<file path="src/rtl/pipeline_hazard_ctrl.sv">
// Pipeline hazard controller: arbitrates memory stalls, instruction-fetch
// misses, load-use hazards, EX-stage redirects and halt, and drives the
// enable/flush pair of every pipeline latch plus the PC write enable.
// A latch loads when en=1, loads a bubble when en=1 & flush=1, and holds
// when en=0. All enable/flush decisions are combinational (same-cycle).
module pipeline_hazard_ctrl #(
    parameter int CNT_W = 32
) (
    input  logic             CLK,
    input  logic             RST,
    input  logic             ihit,
    input  logic             dhit,
    input  logic             dREN_mem,
    input  logic             dWEN_mem,
    input  logic             halt_mem,
    input  logic             dREN_ex,
    input  logic             RegWr_ex,
    input  logic [4:0]       wsel_ex,
    input  logic             jumpFlush_ex,
    input  logic             branch_taken_ex,
    input  logic [4:0]       rs_id,
    input  logic [4:0]       rt_id,
    input  logic             uses_rt_id,
    output logic             pc_en,
    output logic             ifid_en,
    output logic             ifid_flush,
    output logic             idex_en,
    output logic             idex_flush,
    output logic             exmem_en,
    output logic             exmem_flush,
    output logic             memwb_en,
    output logic             memwb_flush,
    output logic             halted,
    output logic [CNT_W-1:0] stall_cnt,
    output logic [CNT_W-1:0] flush_cnt
);

    typedef enum logic {
        RUN    = 1'b0,
        HALTED = 1'b1
    } state_t;

    // Control pair for one pipeline latch.
    typedef struct packed {
        logic en;
        logic flush;
    } latch_ctrl_t;

    localparam logic [CNT_W-1:0] CNT_MAX = {CNT_W{1'b1}};

    state_t      state, state_nxt;
    latch_ctrl_t ifid_c, idex_c, exmem_c, memwb_c;
    logic        pc_we;
    logic        halted_o;
    logic        mem_stall, redirect, load_use;
    logic        rs_match, rt_match;
    logic        stall_inc, flush_inc;

    // Hazard detection terms from the MEM, EX and ID stages.
    always_comb begin
        mem_stall = (dREN_mem | dWEN_mem) & ~dhit;
        redirect  = branch_taken_ex | jumpFlush_ex;
        rs_match  = (wsel_ex == rs_id);
        rt_match  = uses_rt_id & (wsel_ex == rt_id);
        // r0 is hardwired zero, so writing it never creates a dependency.
        load_use  = dREN_ex & RegWr_ex & (wsel_ex != 5'd0) & (rs_match | rt_match);
    end

    // Next state and latch controls; the first matching condition wins.
    always_comb begin
        state_nxt = state;
        pc_we     = 1'b1;
        ifid_c    = '{en: 1'b1, flush: 1'b0};
        idex_c    = '{en: 1'b1, flush: 1'b0};
        exmem_c   = '{en: 1'b1, flush: 1'b0};
        memwb_c   = '{en: 1'b1, flush: 1'b0};
        halted_o  = 1'b0;
        stall_inc = 1'b0;
        flush_inc = 1'b0;
        case (state)
            RUN: begin
                if (mem_stall || (!ihit && redirect)) begin
                    // Freeze everything upstream of MEM/WB; WB gets a bubble.
                    // A pending redirect is simply re-seen next cycle.
                    pc_we   = 1'b0;
                    ifid_c  = '{en: 1'b0, flush: 1'b0};
                    idex_c  = '{en: 1'b0, flush: 1'b0};
                    exmem_c = '{en: 1'b0, flush: 1'b0};
                    memwb_c = '{en: 1'b1, flush: 1'b1};
                end else if (halt_mem) begin
                    // Let the halt retire, bubble behind it, then stop.
                    pc_we     = 1'b0;
                    ifid_c    = '{en: 1'b0, flush: 1'b0};
                    idex_c    = '{en: 1'b0, flush: 1'b0};
                    exmem_c   = '{en: 1'b1, flush: 1'b1};
                    state_nxt = HALTED;
                end else if (!ihit) begin
                    // Fetch not ready: hold IF/ID, inject a bubble into EX.
                    pc_we  = 1'b0;
                    ifid_c = '{en: 1'b0, flush: 1'b0};
                    idex_c = '{en: 1'b1, flush: 1'b1};
                end else if (redirect) begin
                    // Squash the two wrong-path instructions in IF/ID and ID/EX.
                    ifid_c    = '{en: 1'b1, flush: 1'b1};
                    idex_c    = '{en: 1'b1, flush: 1'b1};
                    flush_inc = 1'b1;
                end else if (load_use) begin
                    // Hold the dependent instruction in ID for one cycle.
                    pc_we  = 1'b0;
                    ifid_c = '{en: 1'b0, flush: 1'b0};
                    idex_c = '{en: 1'b1, flush: 1'b1};
                end
                stall_inc = ~pc_we;
            end
            HALTED: begin
                pc_we    = 1'b0;
                ifid_c   = '{en: 1'b0, flush: 1'b0};
                idex_c   = '{en: 1'b0, flush: 1'b0};
                exmem_c  = '{en: 1'b0, flush: 1'b0};
                memwb_c  = '{en: 1'b0, flush: 1'b0};
                halted_o = 1'b1;
            end
            default: begin
                state_nxt = RUN;
            end
        endcase
    end

    assign pc_en       = pc_we;
    assign ifid_en     = ifid_c.en;
    assign ifid_flush  = ifid_c.flush;
    assign idex_en     = idex_c.en;
    assign idex_flush  = idex_c.flush;
    assign exmem_en    = exmem_c.en;
    assign exmem_flush = exmem_c.flush;
    assign memwb_en    = memwb_c.en;
    assign memwb_flush = memwb_c.flush;
    assign halted      = halted_o;

    // State register; halt is sticky until reset.
    always_ff @(posedge CLK or posedge RST) begin
        if (RST) state <= RUN;
        else     state <= state_nxt;
    end

    // Saturating performance counters; neither advances while halted.
    always_ff @(posedge CLK or posedge RST) begin
        if (RST) begin
            stall_cnt <= '0;
            flush_cnt <= '0;
        end else begin
            if (stall_inc && stall_cnt != CNT_MAX) stall_cnt <= stall_cnt + 1'b1;
            if (flush_inc && flush_cnt != CNT_MAX) flush_cnt <= flush_cnt + 1'b1;
        end
    end

endmodule

</file>
<file path="config.mk">
export PLATFORM = sky130hd
export DESIGN_NAME = pipeline_hazard_ctrl
export DESIGN_NICKNAME = d
export VERILOG_FILES = /design/src/rtl/pipeline_hazard_ctrl.sv
export SDC_FILE = /design/constraint.sdc
export NUM_CORES = 1
export LEC_CHECK = 0
export CELL_PAD_IN_SITES_DETAIL_PLACEMENT = 1
export CELL_PAD_IN_SITES_GLOBAL_PLACEMENT = 2
export CORE_ASPECT_RATIO = 0.9
export CORE_MARGIN = 2
export CORE_UTILIZATION = 31
export DETAILED_ROUTE_END_ITERATION = 7
export HOLD_SLACK_MARGIN = 0.08
export PLACE_DENSITY_LB_ADDON = 0.08
export SYNTH_ARGS = -nofsm -noshare
export SYNTH_HDL_FRONTEND = slang
export SYNTH_SLANG_ARGS = --single-unit
</file>
<file path="constraint.sdc">
create_clock -name CLK -period 3.6 [get_ports CLK]
set_input_delay 0.72 -clock CLK [delete_from_list [all_inputs] [get_ports CLK]]
set_output_delay 0.72 -clock CLK [all_outputs]
set_load 0.05 [all_outputs]
</file>
==> qor.yml, run 1 <==
clk_path_buf_depth: 2
clk_pin_slew_worst_paths_ns: 0.06
cp_cell_sequence: "clkdlybuf4s50_1 > or4_1 > o211ai_1 > nor2_1 > a21oi_1 > buf_4 > buf_12"
min_path_type: "reg -> reg"
slew_viol_final: 0
layout_commonest_cell: "clkdlybuf4s50_1"
post_cts_resize_count: 0
synth_top_area_cell: "dfrtp_1"
setup_viol: 0
grt_pass1_wl_um: 14190
final_nets: 450
leakagePower_nw: 1.948
numClockSinks: 65
grt_max_degree: 66
ys_ff_latch: 65
io_pins: 101
cts_made_buffers: 9
layout-drive-gt1-share: 0.07981
cts_hold_buf: 0
tightestPinTransition_ns: 0.7304
syn_to_final_growth_pct: 45.10
root_buffer: "clkbuf_16"
drc_errors: 0
die_x_um: 111.8
yosysSeqAreaShare: 0.5019
layout_common_cells: "clkdlybuf4s50_1 (93), dfrtp_1 (65), xnor2_1 (55), nand3_1 (30), nand4_1 (26)"
synth.top_cells.by_area: "dfrtp_1 (50%), xnor2_1 (15%), nand4_1 (5.0%)"
slew_headroom: 0.5112
cp_data_required_time_ns: 2.88
grt.total_usage: 0.1589
dp.cells: 539
pwr_density_cell_nw_per_um2: 391.7
synth.net_count: 341
worst-path-max-fanout: 3
period_minus_slack_ns: 3.250
via_count: 2742
avgViaCountPerCell: 4.941
overflow: 0
synthCells: 312
fin_crit_sh: 0.9028
htreeDepth: 3
slowest_stage: "or4_1"
drtIter0Drc: 87
use_met3: 0.05352
cap_violations: 0
crit_path_end_kind: "primary output"
routedWlPerCell_um: 15.40
finalSetupTns_ns: 0
gp_congestion: 0.7370
diodes: 0
rsz0062_at_grt: "false"
antenna_found_initial: 0
hold_viol_final: 0
die_h_um: 101.0
routed_wirelength_um: 8549
fmax_mhz: 307.7
numPortBuffers: 100
final_antenna_net_count: 0
start_kind: "input port"
post-cts-setup-buffers: 0
finalNonFillerCells: 555
ys_types: 37
busiest_layer: "met2"
dp_hpwl_um: 6291
use_met2: 0.2545
crit_type: "in -> out"
yosys_warnings: 0
crit_arrival_ns: 2.53
initial_core_util: 0.3176
grt_pass1_vias: 2822
outcome: "complete, no violations"
synth_top_area_frac: 0.5019
dieArea_um2: 11290
max_stage_delay_ns: 0.54
grt.met1_usage: 0.2039
syn_avg_cell_area_um2: 10.39
syn_area_um2: 3241
cts_tree: "yes"
rows: 35
finalPower_mw: 1.842
peakVddDrop_mv: 0.3157
core_um2: 10200
dr.pass1.iters: 4
clock_latency_ns: 0.33
fin_skew_ns: 0.005602
-- where the power goes --
| group | internal (mW) | switching (mW) | total (mW) |
|---|---|---|---|
| Combinational | 0.100 | 0.151 | 0.251 |
| Sequential | 0.755 | 0.0342 | 0.789 |
| Clock | 0.464 | 0.338 | 0.802 |
-- metal layers --
metal  part of all wire  vias up
met1               0.46     1358
met3              0.053        8
met2               0.47       65
met5                  0        -
met4              0.012        0
li1                   -     1311
-- cells by family after synthesis --
group	synth area share
simple gates	0.2394
xor+xnor	0.1919
flops	0.5019
compound gates	0.03089
buf+inv	0.02008
mux	0.008107
fa+ha+maj	0.007721
-- registers in the layout, indices dropped and copies added (netlist names) --
signal,count
state,1
flush_cnt,32
stall_cnt,32
-- cell type report --
class                           instances  area, um^2
Fill cell                            1167        5502
Tap cell                              129       161.4
Multi-Input combinational cell        233        1549
Clock buffer                            9       225.2
Clock inverter                          7       46.29
Timing Repair Buffer                  104        1064
Inverter                                8       30.03
Sequential cell                        65        1627
-- worst max-delay path: cells and delay by family --
kind,cells,cell delay (ns)
AO/OA/AOI/OAI,2,0.41
AND/OR/NAND/NOR,2,0.63
buffers and inverters,3,0.77
-- cells in the mapped netlist --
cell type	number
a21o_1	1
a21oi_1	3
and2_1	3
and2_4	1
and3_1	18
and4_1	2
and4b_1	1
buf_1	1
buf_2	1
buf_4	1
buf_6	1
clkbuf_1	2
dfrtp_1	65
ha_1	2
inv_1	8
mux2_2	1
mux2_4	1
nand2_1	18
nand3_1	30
nand3_2	1
nand3b_1	1
nand4_1	26
nor2_1	22
nor2b_1	2
nor3_1	8
nor3b_1	1
nor4_1	3
o211ai_1	3
o21a_1	3
o21ai_0	2
o21bai_1	2
o31ai_1	1
or3_1	3
or3_4	2
or4_1	1
xnor2_1	55
xor2_1	16
-- metrics by stage --
| step | instance area, um^2 | setup WS [ns] | hold WS (ns) | util |
|---|---|---|---|---|
| 2_1_floorplan | 3241 | 0.1151 | 0.7890 | - |
| 5_1_grt | 4702 | 0.2387 | 0.5259 | 0.4608 |
| 3_5_place_dp | 4431 | 0.3158 | 0.4834 | 0.4342 |
| 3_3_place_gp | 4431 | 0.3284 | 0.4807 | 0.4342 |
| 4_1_cts | 4702 | 0.3176 | 0.4985 | 0.4608 |
| 6_report | 4702 | 0.3497 | 0.4935 | 0.4608 |
-- final timing paths --
| check | cells past startpoint | start | slack [ns] | end |
|---|---|---|---|---|
| max in group asynchronous | 3 | RST | 2.51 | stall_cnt[16]$_DFFE_PP0P_ |
| worst min register to register | 1 | flush_cnt[7]$_DFFE_PP0P_ | 0.49 | flush_cnt[7]$_DFFE_PP0P_ |
| worst max-delay path | 7 | wsel_ex[0] | 0.35 | ifid_en |
| worst max register to register | 6 | flush_cnt[16]$_DFFE_PP0P_ | 1.13 | flush_cnt[1]$_DFFE_PP0P_ |
| min in group asynchronous | 3 | RST | 0.78 | flush_cnt[21]$_DFFE_PP0P_ |
| worst min-delay path | 1 | flush_cnt[7]$_DFFE_PP0P_ | 0.49 | flush_cnt[7]$_DFFE_PP0P_ |
No activity file was read; power rests on OpenSTA's default activity.
==> inputs of run 2 (changes only) <==
--- a/config.mk
+++ b/config.mk
@@ -13,6 +13,7 @@
 export DETAILED_ROUTE_END_ITERATION = 7
 export HOLD_SLACK_MARGIN = 0.08
 export PLACE_DENSITY_LB_ADDON = 0.08
+export REMOVE_ABC_BUFFERS = 1
 export SYNTH_ARGS = -nofsm -noshare
 export SYNTH_HDL_FRONTEND = slang
 export SYNTH_SLANG_ARGS = --single-unit
==> run 2 against run 1 <==
  * Clock skew is essentially flat
  * Power increased by 3.6%
  * Core utilization about the same
  * Design area is 0.11% higher
  * Sequential share of layout area hardly changed
  * Routed wire length shrank 1.8%
  * Clock power is 8.7% higher
  * Largest power group unchanged
==> qor.yml, run 2 (same netlist as run 1, synthesis figures left out) <==
dieArea_um2: 11290
outcome: "complete, no violations"
die_x_um: 111.8
overflow: 0
grt.total_usage: 0.1541
avgViaCountPerCell: 4.940
numClockSinks: 65
r2r_slack_ns: 1.11
peakVddDrop_mv: 0.2830
cts_made_buffers: 9
clk_path_buf_depth: 2
drtIter0Drc: 49
cap_violations: 0
grt_pass1_vias: 2815
seqPwrFrac: 0.414
worst-path-max-fanout: 3
drc_errors: 0
hold_viol_final: 0
rows: 35
initial_core_util: 0.3176
min_path_type: "reg -> reg"
post_cts_resize_count: 0
slowest_stage: "or4_1"
slew_viol_final: 0
cp_cell_sequence: "clkdlybuf4s50_1 > or4_1 > o211ai_1 > nor2_1 > a21oi_1 > buf_12"
start_kind: "input port"
worst_hold_slack_ns: 0.4866
layout_commonest_cell: "clkdlybuf4s50_1"
io_pins: 101
crit_path_end_kind: "primary output"
top_regs: "flush_cnt: 32 flops, stall_cnt: 32 flops, state: 1 flops"
finalSetupTns_ns: 0
die_h_um: 101.0
antenna_found_initial: 0
p_int_mw: 1.421
grt_max_degree: 66
leakagePower_nw: 1.958
fin_crit_sh: 0.9317
htreeDepth: 3
register_area_um2: 1627
final_antenna_net_count: 0
final_nets: 449
fillers: 1170
cts_hold_buf: 0
cts_tree: "yes"
swShare: 0.2555
fin_skew_ns: 0.005207
core_um2: 10200
tightestPinTransition_ns: 0.8552
layout_common_cells: "clkdlybuf4s50_1 (93), dfrtp_1 (65), xnor2_1 (55), nand3_1 (30), nand4_1 (26)"
numPortBuffers: 100
crit_type: "in -> out"
clk_pin_slew_worst_paths_ns: 0.05
dp_hpwl_um: 6213
combPwrFrac: 0.129
routedWlPerCell_um: 15.17
syn_to_final_growth_pct: 45.25
grt_pass1_wl_um: 13730
rsz0062_at_grt: "false"
p_switching_uw: 487.5
setup_viol: 0
cp_data_required_time_ns: 2.88
gp_congestion: 0.7230
slew_headroom: 0.4299
routed_wirelength_um: 8391
multi_input_area_um2: 1549
period_minus_slack_ns: 3.354
post-cts-setup-buffers: 0
via_count: 2732
dr.pass1.iters: 5
clkPwrFrac: 0.457
fmax_mhz: 298.1
crit_arrival_ns: 2.63
pwr_density_cell_nw_per_um2: 405.4
root_buffer: "clkbuf_16"
layout-drive-gt1-share: 0.07311
diodes: 0
max_stage_delay_ns: 0.54
clock_latency_ns: 0.33
## run 2: cell types whose count changed in the layout (fill, tap and decap cells not counted)
cell / change
clkinvlp_4: -3
inv_6: -1
bufinv_16: +1
clkbuf_1: +1
clkbuf_8: +2
buf_12: -1
clkinv_2: -1
## run 2: power groups by stage
stage / clock network, mW / logic [mW] / registers, mW
2_1_floorplan: 0 / 0.0616 / 0.882
3_3_place_gp: 0 / 0.248 / 0.802
3_5_place_dp: 0 / 0.251 / 0.802
4_1_cts: 0.907 / 0.252 / 0.790
5_1_grt: 0.931 / 0.267 / 0.797
6_report: 0.872 / 0.247 / 0.789
## run 2: per-layer routing
layer | wire (um) | global-route usage | part of all wire | up-vias
li1 | - | - | - | 1309
met1 | 3803 | 0.1886 | 0.45 | 1348
met2 | 4004 | 0.2555 | 0.48 | 64
met3 | 473 | 0.05051 | 0.056 | 11
met4 | 110 | 0.05698 | 0.013 | 0
met5 | 0 | 0 | 0 | -
## run 2: worst paths after layout
path,startpoint,end,cells past startpoint
max,wsel_ex[0],ifid_en,6
min,flush_cnt[7]$_DFFE_PP0P_,flush_cnt[7]$_DFFE_PP0P_,1
max reg2reg,flush_cnt[23]$_DFFE_PP0P_,flush_cnt[1]$_DFFE_PP0P_,6
min reg2reg,flush_cnt[7]$_DFFE_PP0P_,flush_cnt[7]$_DFFE_PP0P_,1
max in group asynchronous,RST,stall_cnt[0]$_DFFE_PP0P_,3
min in group asynchronous,RST,flush_cnt[28]$_DFFE_PP0P_,3
## run 2: through the flow
stage	std cells	utilization	setup WS, ns	power, mW	area, um^2
after global placement	538	0.4323	0.2692	1.050	4410
after detailed placement	538	0.4323	0.2155	1.052	4410
after CTS	553	0.4613	0.2147	1.948	4707
after floorplan	306	-	-0.1087	0.9435	3206
after global routing	553	0.4613	0.1173	1.995	4707
final	553	0.4613	0.2459	1.908	4707
## run 2: critical path, delay by kind of cell
family	cells	cell delay [ns]
AND/OR/NAND/NOR	2	0.63
buffers and inverters	2	0.66
AO/OA/AOI/OAI	2	0.62
## run 2: area by class of cell
class,instances,share of cell area
Sequential cell,65,0.3456
Multi-Input combinational cell,233,0.3291
Timing Repair Buffer,103,0.2217
Clock buffer,12,0.05449
Tap cell,129,0.03429
Clock inverter,3,0.008506
Inverter,8,0.006380
